===== src/rtl/stream_sort_pkg.sv =====
// stream_sort_pkg: shared state encoding and pad-value helper for stream_sorter.
// Optional build macro: STREAM_SORT_SIGNED_EN (two's-complement compare and pads).
package stream_sort_pkg;

  typedef enum logic [2:0] {
    ST_IDLE = 3'd0,
    ST_LOAD = 3'd1,
    ST_SORT = 3'd2,
    ST_OUT  = 3'd3,
    ST_DONE = 3'd4
  } state_t;

  // Widest word the pad helper can describe; callers cast down to their width.
  localparam int unsigned PAD_MAX_W = 256;

  // Pad word that always sorts to the tail for the chosen direction.
  function automatic logic [PAD_MAX_W-1:0] pad_value(input logic descend, input int unsigned data_w);
    logic [PAD_MAX_W-1:0] mask;
    logic [PAD_MAX_W-1:0] msb;
    logic [PAD_MAX_W-1:0] v;
    mask = {PAD_MAX_W{1'b1}} >> (PAD_MAX_W - data_w);
    msb  = {{(PAD_MAX_W-1){1'b0}}, 1'b1} << (data_w - 1);
    v    = descend ? '0 : mask;
`ifdef STREAM_SORT_SIGNED_EN
    // Signed extremes differ from the unsigned ones only in the sign bit.
    v = v ^ msb;
`else
    v = v | (msb & ~msb);
`endif
    return v;
  endfunction

endpackage


===== src/rtl/sort_cmp_swap.sv =====
// sort_cmp_swap: one combinational compare-swap cell of the transposition network.
// Signedness of the comparison is decided here only (STREAM_SORT_SIGNED_EN).
module sort_cmp_swap #(
  parameter int DATA_W = 32
) (
  input  logic [DATA_W-1:0] in_a,
  input  logic [DATA_W-1:0] in_b,
  input  logic              descend,
  output logic [DATA_W-1:0] out_lo,
  output logic [DATA_W-1:0] out_hi
);

  logic a_gt_b;
  logic b_gt_a;
  logic swap;

`ifdef STREAM_SORT_SIGNED_EN
  assign a_gt_b = $signed(in_a) > $signed(in_b);
  assign b_gt_a = $signed(in_b) > $signed(in_a);
`else
  assign a_gt_b = in_a > in_b;
  assign b_gt_a = in_b > in_a;
`endif

  // Swap only on strict disorder so equal words keep their slots.
  assign swap   = descend ? b_gt_a : a_gt_b;
  assign out_lo = swap ? in_b : in_a;
  assign out_hi = swap ? in_a : in_b;

endmodule


===== src/rtl/stream_sorter.sv =====
// stream_sorter: AXI-Stream frame sorter using odd-even transposition, one pass per cycle.
// Optional build macro: STREAM_SORT_SIGNED_EN (signed compare, signed pad values).
module stream_sorter #(
  parameter int  DATA_W = 32,
  parameter int  DEPTH  = 10,
  localparam int CNT_W  = $clog2(DEPTH + 1)
) (
  input  logic              axis_clk,
  input  logic              axis_rst,
  input  logic              ap_start,
  input  logic              descend,
  output logic              ap_idle,
  output logic              ap_done,
  output logic [CNT_W-1:0]  frame_len,
  input  logic              ss_tvalid,
  input  logic [DATA_W-1:0] ss_tdata,
  input  logic              ss_tlast,
  output logic              ss_tready,
  input  logic              sm_tready,
  output logic              sm_tvalid,
  output logic [DATA_W-1:0] sm_tdata,
  output logic              sm_tlast
);

  import stream_sort_pkg::*;

  localparam int NU = DEPTH / 2;        // compare-swap cells (even pass uses all)
  localparam int NO = (DEPTH - 1) / 2;  // pairs active on odd passes

  state_t            state_reg;
  logic              descend_reg;
  logic [CNT_W-1:0]  cnt_reg;
  logic [CNT_W-1:0]  pass_reg;
  logic [CNT_W-1:0]  idx_reg;
  logic [CNT_W-1:0]  idx_next;
  logic [CNT_W-1:0]  frame_len_reg;
  logic              ss_tready_reg;
  logic              sm_tvalid_reg;
  logic [DATA_W-1:0] sm_tdata_reg;
  logic              sm_tlast_reg;
  logic              ap_done_reg;
  logic              ap_idle_reg;
  logic [DATA_W-1:0] pad_word;
  logic              odd_pass;

  logic [DATA_W-1:0] arr_reg  [DEPTH];
  logic [DATA_W-1:0] arr_pass [DEPTH];
  logic [DATA_W-1:0] unit_a   [NU];
  logic [DATA_W-1:0] unit_b   [NU];
  logic [DATA_W-1:0] unit_lo  [NU];
  logic [DATA_W-1:0] unit_hi  [NU];

  assign pad_word = DATA_W'(pad_value(descend, DATA_W));
  assign odd_pass = pass_reg[0];
  assign idx_next = idx_reg + CNT_W'(1);

  // Each cell serves pair (2k,2k+1) on even passes and (2k+1,2k+2) on odd passes.
  for (genvar gi = 0; gi < NU; gi++) begin : g_unit
    if (2 * gi + 2 < DEPTH) begin : g_full
      assign unit_a[gi] = odd_pass ? arr_reg[2*gi+1] : arr_reg[2*gi];
      assign unit_b[gi] = odd_pass ? arr_reg[2*gi+2] : arr_reg[2*gi+1];
    end else begin : g_even_only
      assign unit_a[gi] = arr_reg[2*gi];
      assign unit_b[gi] = arr_reg[2*gi+1];
    end
    sort_cmp_swap #(.DATA_W(DATA_W)) u_cmp (
      .in_a    (unit_a[gi]),
      .in_b    (unit_b[gi]),
      .descend (descend_reg),
      .out_lo  (unit_lo[gi]),
      .out_hi  (unit_hi[gi])
    );
  end

  // Route cell results back to slots; slots outside any pair keep their value.
  for (genvar gi = 0; gi < DEPTH; gi++) begin : g_elem
    localparam bit EV_IN = (gi / 2) < NU;
    localparam int EK    = EV_IN ? gi / 2 : 0;
    localparam bit OD_LO = (gi % 2 == 1) && ((gi - 1) / 2 < NO);
    localparam bit OD_HI = (gi >= 2) && (gi % 2 == 0);
    localparam int OKL   = OD_LO ? (gi - 1) / 2 : 0;
    localparam int OKH   = OD_HI ? (gi - 2) / 2 : 0;
    logic [DATA_W-1:0] even_val;
    logic [DATA_W-1:0] odd_val;
    assign even_val     = EV_IN ? ((gi % 2 == 0) ? unit_lo[EK] : unit_hi[EK]) : arr_reg[gi];
    assign odd_val      = OD_LO ? unit_lo[OKL] : (OD_HI ? unit_hi[OKH] : arr_reg[gi]);
    assign arr_pass[gi] = odd_pass ? odd_val : even_val;
  end

  // Frame sequencer: load, sort passes, drain, done pulse; all outputs registered.
  always_ff @(posedge axis_clk) begin
    if (axis_rst) begin
      state_reg     <= ST_IDLE;
      descend_reg   <= 1'b0;
      cnt_reg       <= '0;
      pass_reg      <= '0;
      idx_reg       <= '0;
      frame_len_reg <= '0;
      ss_tready_reg <= 1'b0;
      sm_tvalid_reg <= 1'b0;
      sm_tdata_reg  <= '0;
      sm_tlast_reg  <= 1'b0;
      ap_done_reg   <= 1'b0;
      ap_idle_reg   <= 1'b1;
      for (int i = 0; i < DEPTH; i++) arr_reg[i] <= '0;
    end else begin
      ap_done_reg <= 1'b0;
      case (state_reg)
        ST_IDLE: begin
          if (ap_start) begin
            descend_reg   <= descend;
            cnt_reg       <= '0;
            frame_len_reg <= '0;
            ss_tready_reg <= 1'b1;
            ap_idle_reg   <= 1'b0;
            state_reg     <= ST_LOAD;
            for (int i = 0; i < DEPTH; i++) arr_reg[i] <= pad_word;
          end
        end
        ST_LOAD: begin
          if (ss_tvalid) begin
            arr_reg[cnt_reg] <= ss_tdata;
            cnt_reg          <= cnt_reg + CNT_W'(1);
            if (ss_tlast || cnt_reg == CNT_W'(DEPTH - 1)) begin
              frame_len_reg <= cnt_reg + CNT_W'(1);
              ss_tready_reg <= 1'b0;
              pass_reg      <= '0;
              state_reg     <= ST_SORT;
            end
          end
        end
        ST_SORT: begin
          for (int i = 0; i < DEPTH; i++) arr_reg[i] <= arr_pass[i];
          pass_reg <= pass_reg + CNT_W'(1);
          if (pass_reg == CNT_W'(DEPTH - 1)) begin
            idx_reg       <= '0;
            sm_tvalid_reg <= 1'b1;
            sm_tdata_reg  <= arr_pass[0];
            sm_tlast_reg  <= (frame_len_reg == CNT_W'(1));
            state_reg     <= ST_OUT;
          end
        end
        ST_OUT: begin
          if (sm_tready) begin
            if (idx_reg == frame_len_reg - CNT_W'(1)) begin
              sm_tvalid_reg <= 1'b0;
              sm_tdata_reg  <= '0;
              sm_tlast_reg  <= 1'b0;
              ap_done_reg   <= 1'b1;
              state_reg     <= ST_DONE;
            end else begin
              idx_reg      <= idx_next;
              sm_tdata_reg <= arr_reg[idx_next];
              sm_tlast_reg <= (idx_reg + CNT_W'(2) == frame_len_reg);
            end
          end
        end
        ST_DONE: begin
          ap_idle_reg <= 1'b1;
          state_reg   <= ST_IDLE;
        end
        default: state_reg <= ST_IDLE;
      endcase
    end
  end

  assign ss_tready = ss_tready_reg;
  assign sm_tvalid = sm_tvalid_reg;
  assign sm_tdata  = sm_tdata_reg;
  assign sm_tlast  = sm_tlast_reg;
  assign ap_done   = ap_done_reg;
  assign ap_idle   = ap_idle_reg;
  assign frame_len = frame_len_reg;

endmodule


===== config.mk =====
export PLATFORM = sky130hd
export DESIGN_NAME = stream_sorter
export DESIGN_NICKNAME = d
export VERILOG_FILES = /design/src/rtl/stream_sort_pkg.sv /design/src/rtl/sort_cmp_swap.sv /design/src/rtl/stream_sorter.sv
export SDC_FILE = /design/constraint.sdc
export NUM_CORES = 2
export LEC_CHECK = 0
export ABC_CLOCK_PERIOD_IN_PS = 6000
export CORE_ASPECT_RATIO = 1.4
export CORE_MARGIN = 2
export CORE_UTILIZATION = 60
export CTS_CLUSTER_DIAMETER = 30
export DETAILED_ROUTE_END_ITERATION = 7
export HOLD_SLACK_MARGIN = 0.15
export PLACE_DENSITY_LB_ADDON = 0.2
export SYNTH_ARGS = -nofsm -noshare
export SYNTH_HDL_FRONTEND = slang
export SYNTH_SLANG_ARGS = --single-unit

===== constraint.sdc =====
create_clock -name axis_clk -period 6 [get_ports axis_clk]
set_input_delay 1.2 -clock axis_clk [delete_from_list [all_inputs] [get_ports axis_clk]]
set_output_delay 1.2 -clock axis_clk [all_outputs]
set_load 0.02 [all_outputs]

==> impl_metrics.toml <==
[outcome]
status = "finished with violations"
violations = "DRC"

[final_layout]
drive_above_1_share_pct = 13.4
fin_nets = 4510
largest_register_ffs = 512
syn2layout_area_growth_pct = 13.5
final_core_util_pct = 68.7

[die]
die_h_um = 322
num_io_pins = 80
die_x_um = 231
coreArea_um2 = 71600
placementRows = 116
die_area_um2 = 74400
start_util_pct = 60.6

[logic_synthesis]
ys_seq_area_share_pct = 38.1
yosys.area_share.xor_xnor_pct = 0.243
ys_types = 82
synth.net_count = 4623
ys_warn_count = 0
synth-simple-area-share_pct = 11.8
avgSynthCellArea_um2 = 9.82
synth.area.top_cells = "edfxtp_1, mux2i_1, mux4_2"
synth-async-reset-ratio_pct = 0
synth_top_family_by_area = "compound AO/OA/AOI/OAI gates"
synth_top_cell_by_area = "edfxtp_1"
synth-compound-area-share_pct = 20.5
synth_seq_cells = 569
synthMuxAreaShare_pct = 18.6
syn_inst = 4414
synth.most_common_cell = "edfxtp_1"
yosys.area_share.adder_pct = 4.91
synth_top_cell_area_share_pct = 35.5
synth_area_um2 = 43300
synth_commonest_cells = "edfxtp_1, mux2i_1, a21oi_1"
synth_edf_count = 512
synth_flop_cell = "edfxtp_1"

[drt]
drc_errors = 19
ant_nets = 0
drt_wl_total_mm = 144
drt_iter0_markers = 4658
vias_per_cell = 7.11
drt_first_pass_iters = 8
wl_met3_mm = 15.5
wl_per_cell_um = 26.9
dr_wl_met2_mm = 66.8
routed-via-count = 38100
highest_layer = "met4"
wl_met1_mm = 53.2

[timing]
tightest_slew_ns = 1.36
finalHoldViolCount = 0
final_max_slew_viol_count = 0
period_needed_ns = 5.53
fin_ws_ns = 0.467
totalNegativeSetupSlack_ns = 0
rsz0062_at_grt = "false"
slew_headroom_pct = 9.34
fmax_mhz = 181
finalClockSkew_ns = 0.0244
period_share_pct = 92.2
hold_slack_ns = 0.488
setup_viol = 0

[clock_tree]
cts_resized = 0
cts_setup_buffers = 0
ctsHoldBuffers = 0
cts_root_buffer = "clkbuf_16"
clk_transition_reported_paths_ns = 0.05
clockBufferDepth = 3
cts_made_buffers = 120
htreeDepth = 3
clkSinkCount = 569
cts_tree = "yes"
insertion_delay_ns = 0.69

[placement]
dp_hpwl_mm = 96.7
pre_cts_ws_ns = 0.628
gp_congestion = 0.983
portBuffers = 79

[global_routing]
grt_max_degree = 157
antenna_found_initial = 9
grt_pass1_vias = 36900
grtUsageTotal_pct = 38.2
grt_pass1_wl_mm = 219
grt-ovfl-total = 0

[flow_run]
drv_cap = 0

[pwr]
pwr_density_cell_nw_per_um2 = 512
vdd_drop_max_mv = 0.375
finalPower_mw = 25.2
power.leakage_nw = 18.9

[worst_setup_path]
crit_required_ns = 6.51
reg2reg_depth = 13
r2r_slack_ns = 0.47
path_max_fanout = 49
crit_path_max_incr_delay_ns = 0.85
crit_slowest_cell = "dfxtp_4"
start_kind = "flip-flop"
path_cells = "buf_4, mux2i_1, inv_1, ha_1, nand4_1, nor4b_1, and3_1, a311o_1, o311a_4, buf_4, mux2i_1, nor2_1, o31ai_1"
arrival_ns = 6.04
end_kind = "flip-flop"
path_class = "reg2reg"

[min_path]
hold_depth = 2
min-delay-path-class = "reg2reg"
## placed cells by master (no fill, tap or decap), types with 16 or more instances in the layout
cell type and n:
nand2_1 378, o221ai_1 81, nor3_1 93, inv_1 176, nor2_1 206, a22o_1 62
o21ai_0 208, a221o_1 53, nand2b_1 45, dfxtp_1 55, ha_1 169, o21ai_1 101
a21oi_1 404, mux2i_1 478, a311oi_2 32, clkbuf_16 124, o41ai_1 33, o21a_1 44
a211oi_1 65, nand3_1 164, and3_1 34, a21o_1 92, o31ai_1 52, buf_4 94
inv_6 17, bufinv_16 16, or4_1 32, mux2_2 36, nor2b_1 41, a32o_1 21
o211ai_1 27, edfxtp_1 512, nand4_1 38, mux4_2 128, clkdlybuf4s50_1 78
## cell families after synthesis
family | after synthesis
AO/OA/AOI/OAI | 1322
XOR/XNOR | 12
adder cells (fa/ha/maj) | 170
buffers and inverters | 599
flip-flops | 569
multiplexers | 642
AND/OR/NAND/NOR | 1100
## layout make-up
type | instances | area (µm²)
clock buffer | 144 | 3260
antenna | 8 | 20.0
tap | 944 | 1180
timing repair buffer | 187 | 1790
sequential | 569 | 16500
inverter | 177 | 664
clock inverter | 85 | 1060
multi-input combinational | 3246 | 24700
fill | 5483 | 22400
## layer usage
layer	GRT usage (%)	vias to the layer above
met5	0	-
met4	23.0	0
met3	6.72	521
met2	60.4	2451
met1	49.2	18400
li1	-	16700
## through the flow
| step | cell area (µm²) | instances |
|---|---|---|
| 2_1_floorplan | 43300 | 4414 |
| 3_3_place_gp | 44800 | 5123 |
| 3_5_place_dp | 44800 | 5123 |
| 4_1_cts | 49100 | 5352 |
| 5_1_grt | 49200 | 5360 |
| 6_report | 49200 | 5360 |
## where the power goes
group | switching (mW) | leakage, nW | internal [mW]
registers | 0.939 | 5.66 | 5.25
clock network | 2.44 | 2.08 | 4.62
logic | 7.34 | 11.1 | 4.57
## worst paths after layout
path                                   to                startpoint
setup / recovery  arr_reg[2][1]$_DFFE_PP_  pass_reg[0]$_SDFFE_PP0P_
hold / removal     ss_tready$_SDFFE_PP0P_    ss_tready$_SDFFE_PP0P_
setup reg to reg  arr_reg[2][1]$_DFFE_PP_  pass_reg[0]$_SDFFE_PP0P_
hold reg to reg    ss_tready$_SDFFE_PP0P_    ss_tready$_SDFFE_PP0P_
## worst max-delay path: cells and delay by family (launching register included)
family	cells	cell delay [ns]
multiplexers	2	0.89
flip-flops	1	0.85
adder cells (fa/ha/maj)	1	0.37
buffers and inverters	3	0.82
AO/OA/AOI/OAI	3	0.98
AND/OR/NAND/NOR	4	1.36
Power figures use the tool's default switching activity.
